## src/rtl/ddr_frame_arbiter.sv

```systemverilog
// ----------------------------------------------------------------------------
// ddr_frame_arbiter
//
// Purpose:
//   Shares one DDR user command port between the camera write channel (write
//   FIFO drained into DDR) and the ethernet read channel (DDR read into the
//   read FIFO). Each channel walks a frame of FRAME_WORDS words in BURST_LEN
//   bursts at {bank, offset}, and the channel raises a one-cycle
//   frame_*_done pulse when its last burst of the frame has completed.
//
// Ports:
//   phy_clk, sys_rst          clock (rising edge), async active-high reset
//   wr_bank, wr_load          write bank and one-cycle "new write frame" pulse
//   rd_bank, rd_load          read bank and one-cycle "new read frame" pulse
//   wr_fifo_cnt               words available in the write FIFO
//   rd_fifo_cnt               words used in the read FIFO
//   cmd_valid, cmd_ready      command handshake toward the DDR user interface
//   cmd_wr, cmd_addr          burst direction (1 = write) and start address
//   burst_done                one-cycle pulse: accepted burst fully completed
//   frame_wr_done/rd_done     one-cycle pulses: frame finished on that channel
//   busy                      a burst is outstanding
//
// Handshake: a command transfers on a rising edge where cmd_valid and
//   cmd_ready are both high; cmd_wr and cmd_addr stay constant while
//   cmd_valid is high and waiting. cmd_ready with cmd_valid low is ignored,
//   as is burst_done outside the WAIT state.
//
// Build option:
//   ARB_WR_PRIORITY_EN  defined: writes always win arbitration.
//                       undefined (default): round-robin on last grant.
// ----------------------------------------------------------------------------
module ddr_frame_arbiter #(
    parameter int ADDR_W      = 25,
    parameter int BURST_LEN   = 64,
    parameter int FRAME_WORDS = 393216,
    parameter int CNT_W       = 11,
    parameter int FIFO_DEPTH  = 1024
) (
    input  logic              phy_clk,
    input  logic              sys_rst,
    input  logic [1:0]        wr_bank,
    input  logic              wr_load,
    input  logic [1:0]        rd_bank,
    input  logic              rd_load,
    input  logic [CNT_W-1:0]  wr_fifo_cnt,
    input  logic [CNT_W-1:0]  rd_fifo_cnt,
    output logic              cmd_valid,
    input  logic              cmd_ready,
    output logic              cmd_wr,
    output logic [ADDR_W-1:0] cmd_addr,
    input  logic              burst_done,
    output logic              frame_wr_done,
    output logic              frame_rd_done,
    output logic              busy
);

    localparam int OFF_W = ADDR_W - 2;
    localparam logic [OFF_W-1:0] BURST_OFF = OFF_W'(BURST_LEN);
    localparam logic [OFF_W-1:0] FRAME_OFF = OFF_W'(FRAME_WORDS);
    localparam logic [31:0]      BURST_U   = BURST_LEN;
    localparam logic [31:0]      DEPTH_U   = FIFO_DEPTH;

    typedef enum logic [1:0] {S_IDLE, S_ARB, S_CMD, S_WAIT} state_t;

    state_t             r_state;
    state_t             w_state_next;

    logic               r_wr_pend, r_rd_pend;
    logic               r_wr_active, r_rd_active;
    logic [1:0]         r_wr_bank_q, r_rd_bank_q;
    logic [OFF_W-1:0]   r_wr_off, r_rd_off;
    logic               r_cmd_wr;
    logic [ADDR_W-1:0]  r_cmd_addr;
    logic               r_frame_wr_done, r_frame_rd_done;
`ifndef ARB_WR_PRIORITY_EN
    logic               r_last_wr;      // 1 = last completed burst was a write
`endif

    logic               w_wr_req, w_rd_req;
    logic               w_apply, w_grant, w_grant_wr, w_done;
    logic [OFF_W-1:0]   w_wr_off_next, w_rd_off_next;

    // Widen to 32 bits so a read FIFO count above FIFO_DEPTH cannot wrap
    // the free-space test into a false request.
    assign w_wr_req = r_wr_active &
                      ({{(32-CNT_W){1'b0}}, wr_fifo_cnt} >= BURST_U);
    assign w_rd_req = r_rd_active &
                      (({{(32-CNT_W){1'b0}}, rd_fifo_cnt} + BURST_U) <= DEPTH_U);

    assign w_wr_off_next = r_wr_off + BURST_OFF;
    assign w_rd_off_next = r_rd_off + BURST_OFF;

    assign cmd_valid     = (r_state == S_CMD);
    assign busy          = (r_state == S_WAIT);
    assign cmd_wr        = r_cmd_wr;
    assign cmd_addr      = r_cmd_addr;
    assign frame_wr_done = r_frame_wr_done;
    assign frame_rd_done = r_frame_rd_done;

    // ---------------- FSM state register ----------------
    always_ff @(posedge phy_clk or posedge sys_rst) begin
        if (sys_rst) r_state <= S_IDLE;
        else         r_state <= w_state_next;
    end

    // ---------------- FSM next state / control strobes ----------------
    always_comb begin
        w_state_next = r_state;
        w_apply      = 1'b0;
        w_grant      = 1'b0;
        w_grant_wr   = 1'b0;
        w_done       = 1'b0;
        case (r_state)
            S_IDLE: begin
                // Loads are only applied here, so a burst in flight always
                // finishes against the frame it was issued for.
                w_apply      = 1'b1;
                w_state_next = S_ARB;
            end
            S_ARB: begin
                if (r_wr_pend | r_rd_pend) begin
                    w_state_next = S_IDLE;
                end else if (w_wr_req | w_rd_req) begin
                    w_grant      = 1'b1;
`ifdef ARB_WR_PRIORITY_EN
                    w_grant_wr   = w_wr_req;
`else
                    w_grant_wr   = w_wr_req & (~w_rd_req | ~r_last_wr);
`endif
                    w_state_next = S_CMD;
                end
            end
            S_CMD: begin
                if (cmd_ready) w_state_next = S_WAIT;
            end
            S_WAIT: begin
                if (burst_done) begin
                    w_done       = 1'b1;
                    w_state_next = S_IDLE;
                end
            end
            default: w_state_next = S_IDLE;
        endcase
    end

    // ---------------- datapath ----------------
    always_ff @(posedge phy_clk or posedge sys_rst) begin
        if (sys_rst) begin
            r_wr_pend       <= 1'b0;
            r_rd_pend       <= 1'b0;
            r_wr_active     <= 1'b0;
            r_rd_active     <= 1'b0;
            r_wr_bank_q     <= 2'b00;
            r_rd_bank_q     <= 2'b00;
            r_wr_off        <= '0;
            r_rd_off        <= '0;
            r_cmd_wr        <= 1'b0;
            r_cmd_addr      <= '0;
            r_frame_wr_done <= 1'b0;
            r_frame_rd_done <= 1'b0;
`ifndef ARB_WR_PRIORITY_EN
            r_last_wr       <= 1'b0;
`endif
        end else begin
            r_frame_wr_done <= 1'b0;
            r_frame_rd_done <= 1'b0;

            // A load arriving in the same cycle it would be cleared stays
            // pending and is applied again on the next IDLE visit.
            if (wr_load)      r_wr_pend <= 1'b1;
            else if (w_apply) r_wr_pend <= 1'b0;
            if (rd_load)      r_rd_pend <= 1'b1;
            else if (w_apply) r_rd_pend <= 1'b0;

            if (w_apply && r_wr_pend) begin
                r_wr_bank_q <= wr_bank;
                r_wr_off    <= '0;
                r_wr_active <= 1'b1;
            end
            if (w_apply && r_rd_pend) begin
                r_rd_bank_q <= rd_bank;
                r_rd_off    <= '0;
                r_rd_active <= 1'b1;
            end

            if (w_grant) begin
                r_cmd_wr   <= w_grant_wr;
                r_cmd_addr <= w_grant_wr ? {r_wr_bank_q, r_wr_off}
                                         : {r_rd_bank_q, r_rd_off};
            end

            // r_cmd_wr still names the channel of the outstanding burst.
            if (w_done) begin
                if (r_cmd_wr) begin
                    r_wr_off <= w_wr_off_next;
                    if (w_wr_off_next == FRAME_OFF) begin
                        r_frame_wr_done <= 1'b1;
                        r_wr_active     <= 1'b0;
                    end
                end else begin
                    r_rd_off <= w_rd_off_next;
                    if (w_rd_off_next == FRAME_OFF) begin
                        r_frame_rd_done <= 1'b1;
                        r_rd_active     <= 1'b0;
                    end
                end
`ifndef ARB_WR_PRIORITY_EN
                r_last_wr <= r_cmd_wr;
`endif
            end
        end
    end

endmodule

```

## config.mk

```make
export PLATFORM = sky130hd
export DESIGN_NAME = ddr_frame_arbiter
export DESIGN_NICKNAME = d
export VERILOG_FILES = /design/src/rtl/ddr_frame_arbiter.sv
export SDC_FILE = /design/constraint.sdc
export NUM_CORES = 1
export LEC_CHECK = 0
export ABC_AREA = 1
export BUFFER_PORTS_ARGS = -buffer_cell sky130_fd_sc_hd__buf_2
export CORE_MARGIN = 2
export CORE_UTILIZATION = 52
export CTS_CLUSTER_SIZE = 16
export DETAILED_ROUTE_END_ITERATION = 10
export MAX_ROUTING_LAYER = met4
export PLACE_DENSITY = 0.76
export SETUP_SLACK_MARGIN = 0.02
export SLEW_MARGIN = 20
export SYNTH_ARGS = -nofsm -noshare
export SYNTH_HDL_FRONTEND = slang
export SYNTH_SLANG_ARGS = --single-unit
```

## constraint.sdc

```tcl
create_clock -name phy_clk -period 2.4 [get_ports phy_clk]
set_clock_uncertainty 0.1 [all_clocks]
set_input_delay 0.24 -clock phy_clk [delete_from_list [all_inputs] [get_ports phy_clk]]
set_output_delay 0.24 -clock phy_clk [all_outputs]
set_load 0.02 [all_outputs]
```

==> summary.txt <==
Timing
  • Minimum clock period: 1.99 ns
  • Worst-Margin Slew: 0.696 ns
  • Slew Limit Fails: 0
  • Slew Limit Headroom: 53.6%
  • Fin crit share: 82.8%
  • # setup viols final: 0
  • Endpoints failing hold: 0
  • Final setup TNS: 0 ns
  • RSZ-0062 raised after global routing: false
  • Achievable Freq: 503 MHz

Route
  • Vias: 4,138
  • TritonRoute pass-1 iters: 5
  • Average wire per standard cell: 14.4 µm
  • WL final: 11,300 µm
  • Final ANT Viol Nets: 0
  • DR vias/cell: 5.30
  • 1st-iter DRT viols: 228
  • Residual DRC: 0

Synth
  • Synth area leader: dfrtp_1
  • Cells after Synth: 603
  • Flop and latch count out of synthesis: 85
  • Syn avg cell area: 7.52 µm²
  • Synth Cell Area: 4540 µm²
  • Synth unique cells: 31
  • Syn_nets: 637
  • Top cells by area, synth: dfrtp_1, nand2_1, nor2_1
  • Post-synth top area share: 46.9%
  • Seq/Total Area, Yosys: 46.9%
  • Synth Warn #: 0

CTS
  • TritonCTS clock tree: yes
  • CTS root buffer: clkbuf_8
  • Post-CTS Setup Repair Bufs: 0
  • Htree depth: 3
  • Longest Clk Path Bufs: 2
  • Clock transition at the registers of the reported paths: 0.09 ns
  • Clock sink count: 85
  • Clock latency at the later pin of the worst-skew pair: 0.36 ns
  • CTS buffer count: 9

Worst hold path
  • Worst hold path class: input port to flop
  • Hold Startpoint: burst_done
  • Hold EP: r_last_wr
  • Hold Crit Depth: 4

Layout
  • Post-route insts no fill: 781
  • Ratio of cells with drive above 1 in the final layout: 14.9%
  • Antenna cells: 0
  • Most common cell after layout, fill and taps aside: nand2_1
  • Syn-to-layout area delta: 15.6%
  • Nets@finish: 702
  • Most frequent cells in the layout: nand2_1, dfrtp_1, nor2_1

Die
  • Die height: 97.4 µm
  • Rows: 34
  • Core box area: 8590 µm²
  • IO Count: 62
  • DIE WIDTH: 97.4 µm
  • Die Area: 9490 µm²
  • Initial Util: 52.8%

Critical path
  • Reg-to-reg endpoint: r_wr_active
  • Slowest stage cell, crit path: dfrtp_1
  • CP Launch Type: flop
  • Reg2Reg Setup Slack: 0.41 ns
  • Worst Reg-to-Reg Cells: 10
  • Critical path type: flop to flop
  • Critical Path RT: 2.56 ns
  • Critical path arrival: 2.15 ns
  • Max incr delay on CP: 0.47 ns
  • FF-to-FF Start: r_wr_off[7]
  • CP Max Fanout: 5
  • Most frequent CP cell: nor2_1
  • CP Launch Point: r_wr_off[7]
  • Crit. End Element: flop
  • Critical path, cell by cell: ha_1, nand3_4, clkinv_2, nand2_4, o21ai_1, nand2_1, nor2_1, nand3_1, nor2_1, nor2_1

Power and ir drop
  • Maximum VDD drop: 0.421 mV
  • Cell Pwr Density: 815 nW/µm²
  • Lkg Pwr: 2.58 nW

Global route
  • First-pass GRT wire length: 19,000 µm
  • Total track usage: 25.5%
  • Initial antenna violation count: 0
  • Largest net degree at the start of global routing: 54
  • Overflow after GRT: 0
  • Vias in the first global route: 4,031

Place
  • DP Cell Count: 758
  • Dpl hpwl: 8250 µm
  • Routability Congestion: 0.953
  • Count of input and output buffers: 55

Run
  • Max-cap violation count: 0

Run status
  • Status: completed
worst max-delay path, delay by kind of cell (launching register included):
| kind | cells | cell delay (ns) |
|---|---|---|
| DFF | 1 | 0.47 |
| and+or+nand+nor | 7 | 0.71 |
| AOI/OAI and AO/OA | 1 | 0.13 |
| adders and majority gates | 1 | 0.36 |
| buffers and inverters | 1 | 0.11 |
metrics by stage:
step                area, µm²  total power [mW]  setup slack, ns  hold slack [ns]  util, %
floorplan                4540              2.69            0.707            0.254        -
global placement         4950              3.09            0.479            0.279     57.6
detailed placement       4950              3.13            0.450            0.282     57.6
CTS                      5240              4.29            0.433           0.0963     61.0
global route             5240              4.50            0.254            0.123     61.0
finish                   5240              4.27            0.414           0.0999     61.0
cells by family (layout without fill, tap and decap cells):
| logic type | after synthesis | in the layout | share of synthesized area (%) |
|---|---|---|---|
| flops | 85 | 85 | 46.9 |
| xor+xnor | 12 | 12 | 2.48 |
| simple gates | 314 | 314 | 30.2 |
| buf+inv | 91 | 161 | 8.25 |
| fa+ha+maj | 2 | 2 | 0.552 |
| compound gates | 99 | 99 | 11.7 |
power by group:
group | switching [mW] | internal, mW
logic | 0.854 | 0.389
registers | 0.189 | 1.68
clock network | 0.543 | 0.619
per-layer routing:
metal,routed length [µm],vias up,GRT usage (%)
met1,5250,1970,35.2
met4,204,0,7.48
met5,0,-,-
met2,5260,94,38.4
li1,-,2057,-
met3,565,17,5.40
timing repair:
| action | CTS | global route |
|---|---|---|
| hold buffers | 7 | 0 |
| endpoints found under the hold margin | 38 | 0 |
| gates resized for setup | 0 | 0 |
layout make-up:
class | instances | area, µm²
Sequential cell | 85 | 2130
Fill cell | 767 | 3350
Timing Repair Buffer | 71 | 438
Multi-Input combinational cell | 427 | 2030
Tap cell | 108 | 135
Inverter | 74 | 283
Clock inverter | 5 | 82.6
Clock buffer | 11 | 141
worst max path at each step:
stage | to | slack (ns)
after floorplan | r_wr_active | 0.71
after global routing | r_wr_active | 0.25
after CTS | r_wr_active | 0.43
after global placement | r_wr_active | 0.48
after detailed placement | r_wr_active | 0.45
final | r_wr_active | 0.41
cells in the mapped netlist:
master,n
buf_2,7
nand3_1,33
nand3_4,2
nand2_2,3
a21oi_1,30
clkinv_2,1
inv_2,3
xor2_1,10
nor2_2,3
nor2_1,82
xor2_2,1
o31ai_1,1
ha_1,2
clkbuf_1,6
xnor2_1,1
dfrtp_1,85
buf_1,1
nand3b_1,2
nand2_4,2
and2_1,2
o21ai_1,14
nand2_1,162
o22ai_1,18
o21ai_0,33
o221ai_1,1
nor3_1,4
nand4_1,14
buf_6,3
nor2_4,5
inv_1,70
o21bai_1,2
flip-flops by register name, summed over array words and instances, names as in the netlist, named ones only:
register,count
r_state,1
frame_rd_done,1
r_wr_bank_q,2
r_wr_active,1
cmd_wr,1
r_last_wr,1
r_rd_pend,1
r_wr_off,23
r_rd_active,1
r_wr_pend,1
r_rd_bank_q,2
frame_wr_done,1
cmd_addr,25
r_rd_off,23
Power figures use the tool's default switching activity.
